$ cat src/rtl/axicb_mst_ooo_tracker_if.sv
// Request/completion bundle between the crossbar routing logic and the
// slave-side outstanding-request tracker.
interface axicb_mst_ooo_tracker_if #(
    parameter int AXI_ID_W = 8,
    parameter int MST_NB   = 4
);
    // Address request side
    logic                a_valid;
    logic                a_ready;
    logic                a_full;
    logic [AXI_ID_W-1:0] a_id;
    logic [7:0]          a_len;
    logic [MST_NB-1:0]   a_mst;

    // Completion side
    logic                c_valid;
    logic                c_ready;
    logic [AXI_ID_W-1:0] c_id;
    logic                c_last;
    logic [MST_NB-1:0]   c_grant;
    logic [MST_NB-1:0]   m_ready;
    logic                c_unexp;
    logic                c_lenerr;

    // Driver of requests/completions (crossbar side)
    modport master (
        output a_valid, a_id, a_len, a_mst,
        output c_valid, c_id, c_last, m_ready,
        input  a_ready, a_full, c_ready, c_grant, c_unexp, c_lenerr
    );

    // The tracker itself
    modport slave (
        input  a_valid, a_id, a_len, a_mst,
        input  c_valid, c_id, c_last, m_ready,
        output a_ready, a_full, c_ready, c_grant, c_unexp, c_lenerr
    );
endinterface

$ cat src/rtl/axicb_mst_ooo_tracker.sv
// Slave-side outstanding-request tracker: remembers which master issued each
// accepted request (binned by ID, in order within a bin) and steers every
// completion beat back to that master as a one-hot grant. Completions with no
// matching request and bursts with a wrong beat count are flagged.
module axicb_mst_ooo_tracker #(
    parameter int AXI_ID_W        = 8,
    parameter int MST_NB          = 4,
    parameter int SLV_OSTDREQ_NUM = 4,
    parameter int ID_BINS         = 4
) (
    input  logic                  aclk,
    input  logic                  aresetn,
    input  logic                  srst,
    axicb_mst_ooo_tracker_if.slave bus
);
    localparam int BIN_W = $clog2(ID_BINS);
    localparam int PTR_W = $clog2(SLV_OSTDREQ_NUM);
    localparam int ENT_W = 8 + MST_NB;

    logic [BIN_W-1:0]   a_bin;
    logic [BIN_W-1:0]   c_bin;
    logic [ID_BINS-1:0] bin_full;
    logic [ID_BINS-1:0] bin_empty;
    logic [ENT_W-1:0]   head_ent [ID_BINS];
    logic [7:0]         cnt_bin  [ID_BINS];

    logic               push_en;
    logic               c_empty;
    logic [7:0]         head_len;
    logic [MST_NB-1:0]  head_mst;
    logic [7:0]         c_cnt;
    logic [MST_NB-1:0]  c_grant;
    logic               c_ready;
    logic               c_hs;
    logic               unexp_next;
    logic               lenerr_next;
    logic               unexp_reg;
    logic               lenerr_reg;

    // Only the low ID bits select a bin; the rest are deliberately ignored.
    logic               unused_id_bits;
    assign unused_id_bits = ^{bus.a_id, bus.c_id};

    assign a_bin = bus.a_id[BIN_W-1:0];
    assign c_bin = bus.c_id[BIN_W-1:0];

    // Acceptance depends only on the registered full flag of the target bin,
    // so a bin that pops this cycle still refuses a push until next cycle.
    assign bus.a_ready = !bin_full[a_bin];
    assign bus.a_full  = &bin_full;
    assign push_en     = bus.a_valid && !bin_full[a_bin];

    assign c_empty  = bin_empty[c_bin];
    assign head_len = head_ent[c_bin][ENT_W-1:MST_NB];
    assign head_mst = head_ent[c_bin][MST_NB-1:0];
    assign c_cnt    = cnt_bin[c_bin];

    // Completion routing: grant to the head master, or drain silently when
    // nothing is outstanding for this bin.
    always_comb begin
        c_grant = '0;
        c_ready = 1'b0;
        if (bus.c_valid) begin
            if (c_empty) begin
                c_ready = 1'b1;
            end else begin
                c_grant = head_mst;
                c_ready = |(head_mst & bus.m_ready);
            end
        end
    end

    assign bus.c_grant = c_grant;
    assign bus.c_ready = c_ready;

    // A tracked beat transfer (drained unexpected beats excluded).
    assign c_hs        = bus.c_valid && c_ready && !c_empty;
    assign unexp_next  = bus.c_valid && c_empty;
    assign lenerr_next = c_hs && (bus.c_last ? (c_cnt != head_len)
                                             : (c_cnt == head_len));

    // Error pulses are registered so they appear one cycle after the beat.
    always_ff @(posedge aclk or negedge aresetn) begin
        if (!aresetn) begin
            unexp_reg  <= 1'b0;
            lenerr_reg <= 1'b0;
        end else if (srst) begin
            unexp_reg  <= 1'b0;
            lenerr_reg <= 1'b0;
        end else begin
            unexp_reg  <= unexp_next;
            lenerr_reg <= lenerr_next;
        end
    end

    assign bus.c_unexp  = unexp_reg;
    assign bus.c_lenerr = lenerr_reg;

    // One in-order FIFO plus beat counter per ID bin.
    generate
        for (genvar gi = 0; gi < ID_BINS; gi++) begin : g_bin
            logic [PTR_W:0]   wr_ptr_reg;
            logic [PTR_W:0]   rd_ptr_reg;
            logic [7:0]       cnt_reg;
            logic [ENT_W-1:0] mem_reg [SLV_OSTDREQ_NUM];
            logic             push_here;
            logic             hs_here;
            logic             pop_here;

            assign push_here = push_en && (a_bin == BIN_W'(gi));
            assign hs_here   = c_hs && (c_bin == BIN_W'(gi));
            assign pop_here  = hs_here && bus.c_last;

            // Extra pointer MSB tells full (MSBs differ) from empty (equal).
            assign bin_empty[gi] = (wr_ptr_reg == rd_ptr_reg);
            assign bin_full[gi]  = (wr_ptr_reg[PTR_W] != rd_ptr_reg[PTR_W]) &&
                                   (wr_ptr_reg[PTR_W-1:0] == rd_ptr_reg[PTR_W-1:0]);
            assign head_ent[gi]  = mem_reg[rd_ptr_reg[PTR_W-1:0]];
            assign cnt_bin[gi]   = cnt_reg;

            // Pointer update; push and pop in the same cycle both take effect.
            always_ff @(posedge aclk or negedge aresetn) begin
                if (!aresetn) begin
                    wr_ptr_reg <= '0;
                    rd_ptr_reg <= '0;
                end else if (srst) begin
                    wr_ptr_reg <= '0;
                    rd_ptr_reg <= '0;
                end else begin
                    if (push_here) wr_ptr_reg <= wr_ptr_reg + 1'b1;
                    if (pop_here)  rd_ptr_reg <= rd_ptr_reg + 1'b1;
                end
            end

            // Beat counter: clears on the last beat, saturates at 255 otherwise.
            always_ff @(posedge aclk or negedge aresetn) begin
                if (!aresetn) begin
                    cnt_reg <= '0;
                end else if (srst) begin
                    cnt_reg <= '0;
                end else if (pop_here) begin
                    cnt_reg <= '0;
                end else if (hs_here && cnt_reg != 8'hFF) begin
                    cnt_reg <= cnt_reg + 8'd1;
                end
            end

            // Entry storage; contents are only meaningful while not empty.
            always_ff @(posedge aclk) begin
                if (push_here) mem_reg[wr_ptr_reg[PTR_W-1:0]] <= {bus.a_len, bus.a_mst};
            end
        end
    endgenerate
endmodule

$ cat src/flat_wrapper.sv
// flat-port wrapper written by rule: the top's interface ports become plain ports
module axicb_mst_ooo_tracker_flat 
#(
    parameter int AXI_ID_W        = 8,
    parameter int MST_NB          = 4,
    parameter int SLV_OSTDREQ_NUM = 4,
    parameter int ID_BINS         = 4
)
  (aclk, aresetn, srst, bus_a_valid, bus_a_id, bus_a_len, bus_a_mst, bus_c_valid, bus_c_id, bus_c_last, bus_m_ready, bus_a_ready, bus_a_full, bus_c_ready, bus_c_grant, bus_c_unexp, bus_c_lenerr);
  axicb_mst_ooo_tracker_if #(.AXI_ID_W(AXI_ID_W), .MST_NB(MST_NB)) bus_i ();
  input  logic aclk;
  input  logic aresetn;
  input  logic srst;
  input wire logic [$bits(bus_i.a_valid)-1:0] bus_a_valid;
  input wire logic [$bits(bus_i.a_id)-1:0] bus_a_id;
  input wire logic [$bits(bus_i.a_len)-1:0] bus_a_len;
  input wire logic [$bits(bus_i.a_mst)-1:0] bus_a_mst;
  input wire logic [$bits(bus_i.c_valid)-1:0] bus_c_valid;
  input wire logic [$bits(bus_i.c_id)-1:0] bus_c_id;
  input wire logic [$bits(bus_i.c_last)-1:0] bus_c_last;
  input wire logic [$bits(bus_i.m_ready)-1:0] bus_m_ready;
  output wire logic [$bits(bus_i.a_ready)-1:0] bus_a_ready;
  output wire logic [$bits(bus_i.a_full)-1:0] bus_a_full;
  output wire logic [$bits(bus_i.c_ready)-1:0] bus_c_ready;
  output wire logic [$bits(bus_i.c_grant)-1:0] bus_c_grant;
  output wire logic [$bits(bus_i.c_unexp)-1:0] bus_c_unexp;
  output wire logic [$bits(bus_i.c_lenerr)-1:0] bus_c_lenerr;
  assign bus_i.a_valid = bus_a_valid;
  assign bus_i.a_id = bus_a_id;
  assign bus_i.a_len = bus_a_len;
  assign bus_i.a_mst = bus_a_mst;
  assign bus_i.c_valid = bus_c_valid;
  assign bus_i.c_id = bus_c_id;
  assign bus_i.c_last = bus_c_last;
  assign bus_i.m_ready = bus_m_ready;
  assign bus_a_ready = bus_i.a_ready;
  assign bus_a_full = bus_i.a_full;
  assign bus_c_ready = bus_i.c_ready;
  assign bus_c_grant = bus_i.c_grant;
  assign bus_c_unexp = bus_i.c_unexp;
  assign bus_c_lenerr = bus_i.c_lenerr;
  axicb_mst_ooo_tracker #(.AXI_ID_W(AXI_ID_W), .MST_NB(MST_NB), .SLV_OSTDREQ_NUM(SLV_OSTDREQ_NUM), .ID_BINS(ID_BINS)) u_core (.aclk(aclk), .aresetn(aresetn), .srst(srst), .bus(bus_i));
endmodule
$ cat config.mk
export PLATFORM = sky130hd
export DESIGN_NAME = axicb_mst_ooo_tracker_flat
export DESIGN_NICKNAME = d
export VERILOG_FILES = /design/src/rtl/axicb_mst_ooo_tracker_if.sv /design/src/rtl/axicb_mst_ooo_tracker.sv /design/src/flat_wrapper.sv
export SDC_FILE = /design/constraint.sdc
export NUM_CORES = 1
export LEC_CHECK = 0
export BUFFER_PORTS_ARGS = -buffer_cell sky130_fd_sc_hd__buf_4
export CORE_MARGIN = 2
export CORE_UTILIZATION = 62
export DETAILED_ROUTE_END_ITERATION = 12
export GPL_ROUTABILITY_DRIVEN = 0
export PLACE_DENSITY = 0.91
export REMOVE_ABC_BUFFERS = 1
export SKIP_CTS_REPAIR_TIMING = 1
export SLEW_MARGIN = 5
export SYNTH_ARGS = -nofsm -noshare
export SYNTH_HDL_FRONTEND = slang
export SYNTH_SLANG_ARGS = --single-unit
$ cat constraint.sdc
create_clock -name aclk -period 8.9 [get_ports aclk]
set_input_delay 1.78 -clock aclk [delete_from_list [all_inputs] [get_ports aclk]]
set_output_delay 1.78 -clock aclk [all_outputs]
set_load 0.02 [all_outputs]
### Word level (Yosys, flattened, before mapping)

Memory sizes are Yosys's and may differ from the RTL's.
Cells that the tools add are included.

* $mul: 0
* $lt $le $gt $ge: 3
* add/sub/neg operators: 12
* multiplexer cells: 53
* shift-type cells: 0
* bitwise gates (word level): 2
* div/mod/pow operators: 0
* equality and inequality tests: 24
* reduce and logical (&&, ||, !) cells: 43

Operator list (count)
* 2-to-1 mux 8 bit: 14
* 2-to-1 mux 3 bit: 16
* adder 8 x 1 -> 8 bit, second input constant: 4
* != test 8 bit, second input constant: 4
* logical AND 1 bit: 25
* adder 3 x 1 -> 3 bit, second input constant: 8
* binary-select mux 12 bit (select 2 bit): 1
* 2-to-1 mux 12 bit: 2
* binary-select mux 8 bit (select 2 bit): 1
* nonzero test 2 bit: 8
* 2-to-1 mux 1 bit: 15
* equality test 3 bit: 4
* nonzero test 3 bit: 4
* equality test 2 bit: 4
* equality test 2 bit, second input constant: 4
* equality test 8 bit: 1
* 2-to-1 mux 4 bit: 2
* != test 8 bit: 1
* less-than comparator 2 x 3 -> 1 bit, second input constant: 2
* AND 4 bit: 1
* binary-select mux 1 bit (select 2 bit): 2
* equality test 2 x 1 -> 1 bit, second input constant: 2
* logical NOT 2 bit: 2
* != test 1 bit: 4
* other kinds (5): 6

* bits in read-only memories: 0
* output and inout bits: 9
* input bits: 38
* memories kept: 4
* bits in latches: 0
* word-level logic and storage cells: 155
* bits in writable memories: 192
* register bits after elaboration: 58

Memory list
* u_core.g_bin[0].mem_reg: depth 4, width 12, read ports 1, clocked after memory_dff 0, wr ports 1, RTL line axicb_mst_ooo_tracker.sv:105 `logic [ENT_W-1:0] mem_reg [SLV_OSTDREQ_NUM];`
* u_core.g_bin[1].mem_reg: depth 4, width 12, read ports 1, clocked after memory_dff 0, wr ports 1, RTL line axicb_mst_ooo_tracker.sv:105
* u_core.g_bin[2].mem_reg: depth 4, width 12, read ports 1, clocked after memory_dff 0, wr ports 1, RTL line axicb_mst_ooo_tracker.sv:105
* u_core.g_bin[3].mem_reg: depth 4, width 12, read ports 1, clocked after memory_dff 0, wr ports 1, RTL line axicb_mst_ooo_tracker.sv:105

### Depth between registers and ports, before layout

* word-level depth: 15
* gate-level depth with buffers: 11

### Least setup slack after synthesis

Ideal clock, no wire load.

* kind: input-to-output
* start: in bus_c_id[1]
* end: out bus_c_grant[1]
* cell stages on the path: 7
* setup slack: 3.203 ns
* data arrival time: 3.917 ns
* cells stage by stage: buf_2 buf_2 buf_1 buf_2 buf_1 mux2i_1 a211oi_1

* cells in the longest elaborated chain, start to end: 6
* elaborated cells between the ends (all ways): 8

Ends and longest elaborated chain
* from (decl): RTL line flat_wrapper.sv:19 `input wire logic [$bits(bus_i.c_id)-1:0] bus_c_id;`
* NOT 2 -> 3 bit (not written as such): RTL line axicb_mst_ooo_tracker.sv:55 `assign head_mst = head_ent[c_bin][MST_NB-1:0];`
* binary-select mux 12 bit (select 2 bit): RTL line axicb_mst_ooo_tracker.sv:55
* 2-to-1 mux 12 bit (2 in series)
* 2-to-1 mux 4 bit *: RTL line axicb_mst_ooo_tracker.sv:64 `if (c_empty) begin`
* 2-to-1 mux 4 bit *: RTL line axicb_mst_ooo_tracker.sv:63 `if (bus.c_valid) begin`
* to (decl): RTL line flat_wrapper.sv:25 `output wire logic [$bits(bus_i.c_grant)-1:0] bus_c_grant;`

Mark *: on every way between the ends. The rest lies on a longest branch, timed or not. The select of a mux whose other input is x is not followed.

### Worst setup path in the final report

* start: in bus_c_id[1]
* end: out bus_c_ready

* cells in the longest elaborated chain, start to end: 8
* elaborated cells between the ends (all ways): 10

Ends and longest elaborated chain
* NOT 2 -> 3 bit (not written as such): RTL line axicb_mst_ooo_tracker.sv:55
* binary-select mux 12 bit (select 2 bit): RTL line axicb_mst_ooo_tracker.sv:55
* 2-to-1 mux 12 bit (2 in series)
* AND 4 bit: RTL line axicb_mst_ooo_tracker.sv:68 `c_ready = |(head_mst & bus.m_ready);`
* OR reduction 4 bit: RTL line axicb_mst_ooo_tracker.sv:68
* 2-to-1 mux 1 bit *: RTL line axicb_mst_ooo_tracker.sv:64
* 2-to-1 mux 1 bit *: RTL line axicb_mst_ooo_tracker.sv:63
* to (decl): RTL line flat_wrapper.sv:24 `output wire logic [$bits(bus_i.c_ready)-1:0] bus_c_ready;`

Marked as above.

==> parameters.txt <==
Parameter                              Value

Status
  Result of the run ... finished, final reports clean

Pwr
  Power density normalized to cell area ... about 200 nW/um2
  Power Internal ... roughly 2.0 mW
  Pleak ... about 4.3 nW
  Clock network power share ... 0.450
  Share of total power consumed by net switching ... 0.2112
  Share of total power in sequential cells ... 0.504
  Combinational group share of total power ... 0.046
  Switching power summed over all nets ... ~0.53 mW
  Total power after layout ... 2.532 mW
  Worst vdd ir ... about 0.00022 V

STA
  Final Hold Vio Count ... 0
  Worst Tran Pin Value ... roughly 1.2 ns
  Final min period ... ~6.2 ns
  Setup repair after global routing missed its margin ... false
  Fin Clk Skew ... 0.02018 ns
  Max Clk Rate ... between 0.15 and 0.2 GHz
  Worst rel slew slack ... 0.1922
  Final clock period utilization by the worst path ... 0.6921
  Max-slew violations ... 0
  Final total negative setup slack ... 0 ns
  Count of endpoints failing setup in the final report ... 0

Clock tree
  TritonCTS clock tree ... yes
  H-tree depth reported by CTS ... 1
  CTS clock-pin slew for the worst setup and hold paths ... roughly 0.06 ns
  Insertion delay of the later-clocked pin in the worst-skew pair ... about 0.52 ns
  Number of clock buffers inserted by TritonCTS ... 25
  Number of sinks driven by the clock tree ... 250
  Root buffer selected by CTS ... sky130_fd_sc_hd__clkbuf_16
  Clock buffer depth ... 3

Drt
  Via density per instance ... about 7
  Routed via count ... approximately 7000
  Length of routed met2 wiring ... ~14000 um
  First-iteration detailed-routing DRC count ... 1000
  Final antenna-violating net count ... 0
  Top sig layer ... met4
  Length of routed met3 wiring ... between 2000 and 2500 um
  Detailed-router iteration count before antenna repair ... 5
  Met1 wire length ... ~9500 um
  Routed Wire Length ... roughly 27000 um
  Routed length per instance ... between 20 and 30 um
  Drt drc ... 0

Layout
  Layout net count ... 820
  Diode insertion count for antenna repair ... 0
  Commonest non-fill, non-tap cells in the layout ... sky130_fd_sc_hd__edfxtp_1 (192), sky130_fd_sc_hd__dfrtp_1 (58), sky130_fd_sc_hd__mux4_2 (56), sky130_fd_sc_hd__nor2_1 (40), sky130_fd_sc_hd__xnor2_1 (36)
  Max FFs per register ... ~190
  Share of layout cells above drive strength 1 ... 0.1972
  Area growth from synthesis to layout ... 11.12%
  Number of cells in the finished layout apart from fillers ... 1005
  Commonest non-fill, non-tap cell in the layout ... sky130_fd_sc_hd__edfxtp_1

Die
  Row Count ... between 40 and 50
  Core ar. ... approximately 18000 um2
  Number of placed I/O pins ... 47
  Die Area ... roughly 20000 um2
  Horizontal extent of the die ... ~140 um
  Starting Density ... 0.6335
  Chip height ... 139.5 um

GRT
  First-pass GRT wire length ... 41590 um
  Overall track demand over capacity in global routing ... 0.2786
  Pin count of the biggest net entering global routing ... 59
  Congestion Overflow GR ... 0
  Number of global-route vias before repair ... just over 7000
  Antenna violations before repair ... 0

Yosys
  Synthesized cell area ... approximately 11000 um2
  Portion of synthesized cell area occupied by the leading cell type ... 0.5067
  Count of flip-flops with a built-in enable after synthesis ... roughly 190
  Sequential area share after synthesis ... 0.6342
  Synthesized instance count ... 736
  Most common flop cell mapped by yosys ... sky130_fd_sc_hd__edfxtp_1
  Asr flop ratio synth ... 0.2320
  Top post-synthesis cells by area ... sky130_fd_sc_hd__edfxtp_1 (51%), sky130_fd_sc_hd__dfrtp_1 (13%), sky130_fd_sc_hd__mux4_2 (11%)
  Count of cell types in the netlist ... 62
  Leading area contributor after synthesis ... sky130_fd_sc_hd__edfxtp_1
  FF+latch count, synth ... 250
  Avg Cell Area, Syn ... between 15 and 20 um2
  Yosys warning count ... 0

Place
  Number of cells after detailed placement ... 960
  Count of buffers inserted at the top-level ports ... 34
  Post-DP HPWL ... approximately 16000 um

Critical path
  Data arrival time of the worst path ... around 4.4 ns
  Maximum fanout along the worst path ... 46
  Required time at the worst-slack endpoint ... roughly 7.1 ns
  Startpoint type of the worst setup path ... input pin
  Type of the worst setup path ... input pin to output port
  R2r worst-path depth ... 7
  Setup crit end kind ... output port

Run
  Number of violations of the max-capacitance limit ... 0

Worst hold path
  Path class of the lowest-slack min-delay path ... register to register
  Number of instances on the worst hold path ... 2
-- synthesized netlist by cell type (3+ instances only) --
| master | count |
|---|---|
| sky130_fd_sc_hd__a211oi_1 | 9 |
| sky130_fd_sc_hd__a211oi_2 | 3 |
| sky130_fd_sc_hd__a21o_1 | 3 |
| sky130_fd_sc_hd__a21oi_1 | 32 |
| sky130_fd_sc_hd__a31o_2 | 3 |
| sky130_fd_sc_hd__a31oi_1 | 5 |
| sky130_fd_sc_hd__and2_1 | 18 |
| sky130_fd_sc_hd__and3_1 | 6 |
| sky130_fd_sc_hd__and4_1 | 4 |
| sky130_fd_sc_hd__and4b_1 | 3 |
| sky130_fd_sc_hd__buf_2 | 15 |
| sky130_fd_sc_hd__buf_4 | 6 |
| sky130_fd_sc_hd__clkbuf_1 | 17 |
| sky130_fd_sc_hd__dfrtp_1 | 58 |
| sky130_fd_sc_hd__edfxtp_1 | 192 |
| sky130_fd_sc_hd__ha_1 | 24 |
| sky130_fd_sc_hd__inv_1 | 13 |
| sky130_fd_sc_hd__mux2_2 | 3 |
| sky130_fd_sc_hd__mux2i_1 | 24 |
| sky130_fd_sc_hd__mux4_2 | 56 |
| sky130_fd_sc_hd__nand2_1 | 27 |
| sky130_fd_sc_hd__nand2b_1 | 6 |
| sky130_fd_sc_hd__nand3_1 | 22 |
| sky130_fd_sc_hd__nand3b_1 | 3 |
| sky130_fd_sc_hd__nand4_1 | 5 |
| sky130_fd_sc_hd__nand4b_1 | 5 |
| sky130_fd_sc_hd__nor2_1 | 40 |
| sky130_fd_sc_hd__nor2b_1 | 3 |
| sky130_fd_sc_hd__nor3_1 | 4 |
| sky130_fd_sc_hd__o211ai_1 | 3 |
| sky130_fd_sc_hd__o21ai_0 | 13 |
| sky130_fd_sc_hd__o31ai_1 | 8 |
| sky130_fd_sc_hd__o41ai_1 | 5 |
| sky130_fd_sc_hd__or2_2 | 6 |
| sky130_fd_sc_hd__or3_1 | 5 |
| sky130_fd_sc_hd__or4_1 | 12 |
| sky130_fd_sc_hd__xnor2_1 | 36 |
| sky130_fd_sc_hd__xor2_1 | 11 |
-- per-layer routing --
layer | GRT usage | vias up
li1 | - | 2916
met1 | 0.3669 | 3517
met2 | 0.4727 | 485
met3 | 0.05299 | 113
met4 | 0.09623 | 0
met5 | 0 | -
-- power by group through the flow --
stage,Clock [mW],Sequential [mW],Combinational [mW]
floorplan,0,1.30,0.0521
global placement,0,1.30,0.103
detailed placement,0,1.30,0.110
CTS,1.14,1.28,0.113
global route,1.19,1.28,0.122
finish,1.14,1.28,0.115
-- per-stage QoR --
stage / util / hold WS, ns / area, um2 / setup slack [ns]
after floorplan: - / 0.5160 / 11190 / 3.926
after global placement: 0.6537 / 0.5516 / 11740 / 3.021
after detailed placement: 0.6537 / 0.5576 / 11740 / 2.960
after CTS: 0.7039 / 0.5731 / 12640 / 2.846
after global routing: 0.7039 / 0.5980 / 12640 / 2.671
final: 0.7039 / 0.5777 / 12640 / 2.740
-- final timing paths --
path,startpoint,endpoint,slack [ns]
hold / removal,u_core.g_bin[2].wr_ptr_reg[2],u_core.g_bin[2].wr_ptr_reg[2],0.58
setup / recovery,bus_c_id[1],bus_c_ready,2.74
min in group asynchronous,aresetn,u_core.g_bin[3].cnt_reg[4],1.35
setup reg to reg,u_core.g_bin[3].rd_ptr_reg[0],u_core.g_bin[0].rd_ptr_reg[1],4.63
hold reg to reg,u_core.g_bin[2].wr_ptr_reg[2],u_core.g_bin[2].wr_ptr_reg[2],0.58
max in group asynchronous,aresetn,u_core.g_bin[1].wr_ptr_reg[2],7.01
-- worst max-delay path, stage by stage --
cell and delay [ns]:
sky130_fd_sc_hd__buf_4 0.51, sky130_fd_sc_hd__mux2_2 0.43, sky130_fd_sc_hd__nand3_1 0.13, sky130_fd_sc_hd__a21boi_1 0.75, sky130_fd_sc_hd__and2_1 0.41, sky130_fd_sc_hd__a21boi_0 0.16, sky130_fd_sc_hd__buf_4 0.18
-- cell type report --
class | instances | area (um2)
Sequential cell | 250 | 7217
Fill cell | 1044 | 5319
Multi-Input combinational cell | 432 | 3924
Clock buffer | 32 | 714.4
Tap cell | 229 | 286.5
Timing Repair Buffer | 35 | 262.8
Clock inverter | 13 | 187.7
Inverter | 14 | 52.55
-- cell families after synthesis --
group	count (synthesis)	share of synthesized area
compound gates	100	0.06102
xor+xnor	47	0.03617
fa+ha+maj	24	0.02639
buf+inv	54	0.02144
flops	250	0.6342
mux	83	0.1349
simple gates	178	0.08587
Note: power is estimated with default switching activity, not from simulation.
